**src/rtl/pipeline_hazard_ctrl.sv**
```systemverilog
// Hazard scheduler for the 5-stage RV32I pipeline. Keeps a shadow scoreboard
// of EX/MEM/WB, decodes the ID instruction and produces stall, flush,
// forwarding and ID-bypass controls plus saturating stall/flush counters.
module pipeline_hazard_ctrl #(
  parameter int CNT_W = 16
) (
  input  logic             clk,
  input  logic             reset,
  input  logic [31:0]      id_inst,
  input  logic             id_valid,
  input  logic             ex_redirect,
  output logic             pc_stall,
  output logic             ifid_stall,
  output logic             ifid_flush,
  output logic             idex_flush,
  output logic [1:0]       fwd_a,
  output logic [1:0]       fwd_b,
  output logic             id_bypass_a,
  output logic             id_bypass_b,
  output logic [CNT_W-1:0] stall_count,
  output logic [CNT_W-1:0] flush_count
);

  localparam logic [6:0] OP_R      = 7'b0110011;
  localparam logic [6:0] OP_IALU   = 7'b0010011;
  localparam logic [6:0] OP_LOAD   = 7'b0000011;
  localparam logic [6:0] OP_STORE  = 7'b0100011;
  localparam logic [6:0] OP_BRANCH = 7'b1100011;
  localparam logic [6:0] OP_JALR   = 7'b1100111;
  localparam logic [6:0] OP_JAL    = 7'b1101111;
  localparam logic [6:0] OP_LUI    = 7'b0110111;
  localparam logic [6:0] OP_AUIPC  = 7'b0010111;

  localparam logic [1:0] FWD_RF  = 2'b00;
  localparam logic [1:0] FWD_MEM = 2'b10;
  localparam logic [1:0] FWD_WB  = 2'b01;

  // Forwarding source for one EX operand; MEM wins over WB, loads never forward from MEM.
  function automatic logic [1:0] fwd_sel(
    input logic [4:0] rs,
    input logic       mem_v, input logic mem_we, input logic mem_ld, input logic [4:0] mem_rd,
    input logic       wb_v,  input logic wb_we,  input logic [4:0] wb_rd
  );
    logic [1:0] sel;
    if (rs == 5'd0) begin
      sel = FWD_RF;
    end else if (mem_v && mem_we && !mem_ld && (mem_rd == rs)) begin
      sel = FWD_MEM;
    end else if (wb_v && wb_we && (wb_rd == rs)) begin
      sel = FWD_WB;
    end else begin
      sel = FWD_RF;
    end
    return sel;
  endfunction

  // ID decode terms
  logic       use_rs1, use_rs2, wr_rd, is_load;
  logic [4:0] id_rs1, id_rs2, id_rd;
  logic       id_we;

  // Shadow scoreboard
  logic       ex_v_q, ex_we_q, ex_ld_q;
  logic [4:0] ex_rd_q, ex_rs1_q, ex_rs2_q;
  logic       mem_v_q, mem_we_q, mem_ld_q;
  logic [4:0] mem_rd_q;
  logic       wb_v_q, wb_we_q;
  logic [4:0] wb_rd_q;
  logic       ex_v_d, ex_we_d, ex_ld_d;
  logic [4:0] ex_rd_d, ex_rs1_d, ex_rs2_d;

  logic             lu;
  logic [CNT_W-1:0] stall_cnt_q, stall_cnt_d, flush_cnt_q, flush_cnt_d;

  logic unused_inst_bits;
  assign unused_inst_bits = ^{id_inst[31:25], id_inst[14:12]};

  assign id_rs1 = id_inst[19:15];
  assign id_rs2 = id_inst[24:20];
  assign id_rd  = id_inst[11:7];

  // Opcode decode of the ID instruction, gated by id_valid.
  always_comb begin
    use_rs1 = 1'b0;
    use_rs2 = 1'b0;
    wr_rd   = 1'b0;
    is_load = 1'b0;
    case (id_inst[6:0])
      OP_R:      begin use_rs1 = 1'b1; use_rs2 = 1'b1; wr_rd = 1'b1; end
      OP_IALU:   begin use_rs1 = 1'b1; wr_rd = 1'b1; end
      OP_LOAD:   begin use_rs1 = 1'b1; wr_rd = 1'b1; is_load = 1'b1; end
      OP_STORE:  begin use_rs1 = 1'b1; use_rs2 = 1'b1; end
      OP_BRANCH: begin use_rs1 = 1'b1; use_rs2 = 1'b1; end
      OP_JALR:   begin use_rs1 = 1'b1; wr_rd = 1'b1; end
      OP_JAL:    begin wr_rd = 1'b1; end
      OP_LUI:    begin wr_rd = 1'b1; end
      OP_AUIPC:  begin wr_rd = 1'b1; end
      default:   begin use_rs1 = 1'b0; use_rs2 = 1'b0; wr_rd = 1'b0; is_load = 1'b0; end
    endcase
    use_rs1 = use_rs1 & id_valid;
    use_rs2 = use_rs2 & id_valid;
    is_load = is_load & id_valid;
    id_we   = wr_rd & id_valid & (id_rd != 5'd0);
  end

  // Hazard detection, flush/stall generation, forwarding and bypass; all zero in reset.
  always_comb begin
    lu = ex_v_q && ex_we_q && ex_ld_q &&
         ((use_rs1 && (ex_rd_q == id_rs1)) || (use_rs2 && (ex_rd_q == id_rs2)));
    pc_stall    = reset & lu & ~ex_redirect;
    ifid_stall  = reset & lu & ~ex_redirect;
    ifid_flush  = reset & ex_redirect;
    idex_flush  = reset & (lu | ex_redirect);
    if (reset) begin
      fwd_a = fwd_sel(ex_rs1_q, mem_v_q, mem_we_q, mem_ld_q, mem_rd_q, wb_v_q, wb_we_q, wb_rd_q);
      fwd_b = fwd_sel(ex_rs2_q, mem_v_q, mem_we_q, mem_ld_q, mem_rd_q, wb_v_q, wb_we_q, wb_rd_q);
      id_bypass_a = use_rs1 && (id_rs1 != 5'd0) && wb_v_q && wb_we_q && (wb_rd_q == id_rs1);
      id_bypass_b = use_rs2 && (id_rs2 != 5'd0) && wb_v_q && wb_we_q && (wb_rd_q == id_rs2);
      stall_count = stall_cnt_q;
      flush_count = flush_cnt_q;
    end else begin
      fwd_a       = FWD_RF;
      fwd_b       = FWD_RF;
      id_bypass_a = 1'b0;
      id_bypass_b = 1'b0;
      stall_count = '0;
      flush_count = '0;
    end
  end

  // Next EX entry (ID decode or bubble) and saturating counter increments.
  always_comb begin
    if (idex_flush) begin
      ex_v_d   = 1'b0;
      ex_we_d  = 1'b0;
      ex_ld_d  = 1'b0;
      ex_rd_d  = 5'd0;
      ex_rs1_d = 5'd0;
      ex_rs2_d = 5'd0;
    end else begin
      ex_v_d   = id_valid;
      ex_we_d  = id_we;
      ex_ld_d  = is_load;
      ex_rd_d  = id_rd;
      ex_rs1_d = use_rs1 ? id_rs1 : 5'd0;
      ex_rs2_d = use_rs2 ? id_rs2 : 5'd0;
    end
    if (pc_stall && (stall_cnt_q != {CNT_W{1'b1}})) begin
      stall_cnt_d = stall_cnt_q + CNT_W'(1);
    end else begin
      stall_cnt_d = stall_cnt_q;
    end
    if (ex_redirect && (flush_cnt_q != {CNT_W{1'b1}})) begin
      flush_cnt_d = flush_cnt_q + CNT_W'(1);
    end else begin
      flush_cnt_d = flush_cnt_q;
    end
  end

  // Scoreboard shift and counter update; reset empties the pipeline view.
  always_ff @(posedge clk) begin
    if (!reset) begin
      ex_v_q      <= 1'b0;
      ex_we_q     <= 1'b0;
      ex_ld_q     <= 1'b0;
      ex_rd_q     <= 5'd0;
      ex_rs1_q    <= 5'd0;
      ex_rs2_q    <= 5'd0;
      mem_v_q     <= 1'b0;
      mem_we_q    <= 1'b0;
      mem_ld_q    <= 1'b0;
      mem_rd_q    <= 5'd0;
      wb_v_q      <= 1'b0;
      wb_we_q     <= 1'b0;
      wb_rd_q     <= 5'd0;
      stall_cnt_q <= '0;
      flush_cnt_q <= '0;
    end else begin
      wb_v_q      <= mem_v_q;
      wb_we_q     <= mem_we_q;
      wb_rd_q     <= mem_rd_q;
      mem_v_q     <= ex_v_q;
      mem_we_q    <= ex_we_q;
      mem_ld_q    <= ex_ld_q;
      mem_rd_q    <= ex_rd_q;
      ex_v_q      <= ex_v_d;
      ex_we_q     <= ex_we_d;
      ex_ld_q     <= ex_ld_d;
      ex_rd_q     <= ex_rd_d;
      ex_rs1_q    <= ex_rs1_d;
      ex_rs2_q    <= ex_rs2_d;
      stall_cnt_q <= stall_cnt_d;
      flush_cnt_q <= flush_cnt_d;
    end
  end

endmodule

```
**config.mk**
```make
export PLATFORM = sky130hd
export DESIGN_NAME = pipeline_hazard_ctrl
export DESIGN_NICKNAME = d
export VERILOG_FILES = /design/src/rtl/pipeline_hazard_ctrl.sv
export SDC_FILE = /design/constraint.sdc
export NUM_CORES = 1
export LEC_CHECK = 0
export ABC_AREA = 1
export BUFFER_PORTS_ARGS = -buffer_cell sky130_fd_sc_hd__clkbuf_2
export CAP_MARGIN = 5
export CORE_MARGIN = 3
export CORE_UTILIZATION = 50
export DETAILED_ROUTE_END_ITERATION = 8
export PLACE_DENSITY = 0.73
export REMOVE_ABC_BUFFERS = 1
export SLEW_MARGIN = 15
export SYNTH_ARGS = -nofsm -noshare
export SYNTH_HDL_FRONTEND = slang
export SYNTH_SLANG_ARGS = --single-unit
```
**constraint.sdc**
```tcl
create_clock -name clk -period 3.77 [get_ports clk]
set_input_delay 0.5655 -clock clk [delete_from_list [all_inputs] [get_ports clk]]
set_output_delay 0.5655 -clock clk [all_outputs]
set_load 0.02 [all_outputs]
```
# Yosys cells after proc, flatten, opt, wreduce, memory -nomap -nowiden
# Index checks and enable logic that the tools add are counted.
[op_classes]
add_sub_neg = 2
n_eq_ne = 19
n_mux = 16
bitwise_logic = 14
reduce_logical = 35
[ops]
columns = ["operator", "count"]
rows = [
  ["5-bit equality test", 8],
  ["16-bit by 1-bit adder with 16-bit output, second input constant", 2],
  ["16-bit 2-to-1 mux", 2],
  ["16-bit inequality test, second input constant", 2],
  ["1-bit logical AND", 22],
  ["7-bit by 6-bit equality test with 1-bit output, second input constant", 3],
  ["7-bit equality test, second input constant", 3],
  ["5-bit nonzero test", 3],
  ["7-bit by 5-bit equality test with 1-bit output, second input constant", 2],
  ["2-bit 2-to-1 mux", 6],
  ["5-bit zero test", 2],
  ["1-bit AND", 9],
  ["3-bit OR reduction", 3],
  ["1-bit 2-to-1 mux", 8],
  ["7-bit by 2-bit equality test with 1-bit output, second input constant", 1],
  ["7-bit OR reduction", 1],
  ["6-bit OR reduction", 1],
  ["1-bit NOT", 4],
  ["2-bit OR reduction", 1],
  ["1-bit zero test", 1],
  ["1-bit logical OR", 1],
  ["1-bit OR", 1],
]
[word_totals]
regBits = 65
input_bits = 36
out_inout_bits = 42
word_cells = 101

# Longest topological paths before layout
[logic_depth]
depth_word = 10
mapped_depth = 13

# Worst setup path after synthesis
# Ideal clock, no wire load.
[synth_timing]
kind = "input -> output"
startpoint = "in reset"
endpoint = "out pc_stall"
arrival_ns = 1.778
setup_slack_ns = 1.427
cell_stages = 6
path_cell_list = "buf_2 clkinv_1 nor2_4 buf_2 and3_1 buf_4"
[synth_between]
elab_chain_len = 2
[synth_rtl]
columns = ["item", "line", "source"]
rows = [
  ["from (decl)", "8", "input logic reset,"],
  ["1-bit AND (2 in a row)", "--", ""],
  ["to (decl)", "12", "output logic pc_stall,"],
]
# No other way between the ends.

# Final worst setup path
[layout_timing]
startpoint = "reg ex_rd_q[0]"
endpoint = "out idex_flush"
[layout_between]
elab_chain_len = 6
[layout_rtl]
columns = ["item", "line", "source"]
rows = [
  ["from (decl)", "64", "logic [4:0] ex_rd_q, ex_rs1_q, ex_rs2_q;"],
  ["from (signal assigned)", "189", "ex_rd_q <= ex_rd_d;"],
  ["5-bit equality test", "109", "((use_rs1 && (ex_rd_q == id_rs1)) || (use_rs2 && (ex_rd_q == id_rs2)));"],
  ["1-bit logical AND", "109", ""],
  ["1-bit logical OR (*)", "109", ""],
  ["1-bit logical AND (*)", "108", "lu = ex_v_q && ex_we_q && ex_ld_q &&"],
  ["1-bit OR (*)", "113", "idex_flush = reset & (lu | ex_redirect);"],
  ["1-bit AND (*)", "113", ""],
  ["to (decl)", "15", "output logic idex_flush,"],
]
# Every way passes the cells marked *; elsewhere a longest branch is shown, timed or not.

==> flow_summary.ini <==
[run]
max_cap_viol_count = 0

[synthesis]
ys_warn_count = 0
synth_fa_ha_area_share_pct = 0.631
yosysUniqueCellTypes = 43
synth_top_cell_by_area = dfxtp_1
synth_area_leaders = dfxtp_1 (33%), nand2_1 (14%), inv_1 (12%)
muxShareOfSynthArea_pct = 0
synth_compound_area_share_pct = 10.2
synth_seq_cells = 65
synth_flop_cell = dfxtp_1
syn-cell-area_mm2 = 0.00397
ys_top_cells_by_count = nand2_1 (144), inv_1 (126), nor2_1 (74)
ys_seq_area_share_pct = 32.8
synth_edf_count = 0
synthesis.area_per_instance_um2 = 6.46
synthSimpleGateAreaFrac_pct = 37.9
synthXorXnorAreaFrac_pct = 3.53
synth_top_family_by_area = simple AND/OR/NAND/NOR gates
async_reset_ff_share_pct = 0
postSynthCellCount = 614
yosysTopAreaCellShare_pct = 32.8
yosysMostFrequentCell = nand2_1

[worst_setup_path]
crit_fanout = 8
cp-start-kind = flip-flop
crit_type = reg -> out
critPathArrivalTime_ps = 1980
worst_ep_required_time_ps = 3200
worstSetupEndpointType = output pin

[sta]
fin_tns_setup_ps = 0
drv_slew = 0
fmax_mhz = 394
period_needed_ps = 2540
setup_viol = 0
rsz0062_at_grt = false
min_period_over_period_pct = 67.4
skew_ps = 8.91
holdWs_ps = 427
hold_viol_final = 0
worstMarginPinSlew_ps = 552
slew_headroom_pct = 63.2

[die]
initial_utilization_pct = 53.0
rows = 31
core_area_mm2 = 0.00749
fp.dieW_um = 95.1
die-area_mm2 = 0.00904
die_h_um = 95.1
pin_count = 78

[final_layout]
num-nets-final = 718
syn_to_final_growth_pct = 14.0
fillers = 772
drive_above_1_share_pct = 18.3
diodes = 0
multi_input_area_mm2 = 0.00207
final_area_mm2 = 0.00452
ff_latch_area_mm2 = 0.00130

[drt]
drt_first_iter_violations = 139
drt_pre_antenna_iters = 6
drc = 0
antenna_left = 0
viasPerCell = 5.06
via_count = 3959
wirelength_um = 9440
wl_per_cell_um = 12.1

[grt]
grt-ovfl-total = 0
grt_usage_pct = 22.1
grt_pass1_wl_um = 16100
grt_max_degree = 63
antenna_found_initial = 0
grt_pass1_vias = 3572

[clock_network]
post_cts_hold_buffer_count = 0
numCtsBuffers = 9
cts-root-buf = clkbuf_8
clock_path_buffers = 2
cts_max_level = 3
postCtsSetupBuffers = 0
clk_pin_slew_ps = 60
cts_tree = built
cts_resized = 0
cts_sinks = 65
insertion_delay_ps = 340

[place]
gp_congestion = 0.893
placed_area_mm2 = 0.00436
hpwl_um = 7330
io_buffers = 67

[power_and_ir_drop]
ir_drop_mv = 0.211
power.density_mw_per_mm2 = 291
leakage_nw = 2.36

[min_path]
hold_path_class = reg -> reg

[outcome]
outcome = completed
==> routing by layer <==
layer,global-route usage (%),vias to the layer above,share of wire (%)
met2,36.5,113,47
met4,8.17,0,1.7
li1,-,2035,-
met1,29.5,1792,46
met5,0,-,0
met3,2.92,19,5.3
==> cell families after synthesis <==
| group | count (synthesis) |
|---|---|
| fa+ha+maj | 2 |
| simple gates | 319 |
| xor+xnor | 16 |
| buf+inv | 149 |
| compound gates | 63 |
| flops | 65 |
==> worst max-delay path, stage by stage (launching register included) <==
cell and delay [ps]:
dfxtp_1 400, inv_1 70, nand2_1 70, nand2_1 80, nor3_2 210, nand2_2 130
a21oi_4 280, nor2_1 70, nor2_1 140, clkbuf_2 190
==> area by class of cell <==
cell class / instances / area share (%)
flip-flops and latches: 65 / 28.8
well taps: 99 / 2.74
inverters: 135 / 11.3
clock inverters: 3 / 0.387
clock buffers: 12 / 3.21
multi-input cells: 400 / 45.9
repair buffers: 69 / 7.75
==> power by group <==
| group | switching, W | internal, W | total, W |
|---|---|---|---|
| logic | 0.0000733 | 0.0000365 | 0.000110 |
| clock network | 0.000250 | 0.000251 | 0.000501 |
| registers | 0.00000864 | 0.000694 | 0.000703 |
| total | 0.000332 | 0.000982 | 0.00131 |
==> layout by cell type (no fill, tap or decap), types with 3 or more instances in the layout <==
cell type	Yosys	routed
nor2_2	10	10
nor2_4	4	4
and3_1	3	3
clkbuf_2	0	67
inv_2	5	5
nor2_1	74	74
a21oi_1	18	18
xor2_1	12	12
nor3_2	5	5
clkbuf_8	0	10
nand2_2	6	6
nor3_1	17	17
xnor2_1	4	4
nand4_1	24	24
or2_2	3	3
a221oi_1	4	4
clkinv_1	3	3
nand2_1	144	144
o22ai_1	15	15
o21ai_0	13	13
dfxtp_1	65	65
nand3_1	20	20
inv_1	126	126
==> stage by stage <==
step	utilization, %	cells	setup WS (ps)	total power, W
6_report	60.4	783	1230	0.00131
5_1_grt	60.4	783	1050	0.00138
4_1_cts	60.4	783	1240	0.00133
3_5_place_dp	58.2	768	1250	0.000828
3_3_place_gp	58.2	768	1250	0.000825
2_1_floorplan	-	600	1450	0.000777
==> state kept, by name (all words and copies together) (netlist names), 5 cells and up <==
register	cells
stall_cnt_q	16
ex_rs2_q	5
flush_cnt_q	16
ex_rd_q	5
mem_rd_q	5
ex_rs1_q	5
wb_rd_q	5
==> worst paths after layout <==
path                                startpoint              to  slack [ps]  cells after the start
worst min register to register     mem_rd_q[0]      wb_rd_q[0]         430                      2
worst min-delay path               mem_rd_q[0]      wb_rd_q[0]         430                      2
worst max register to register  flush_cnt_q[0]  flush_cnt_q[6]        1750                      9
worst max-delay path                ex_rd_q[0]      idex_flush        1230                      9
No activity file was read; power rests on OpenSTA's default activity.
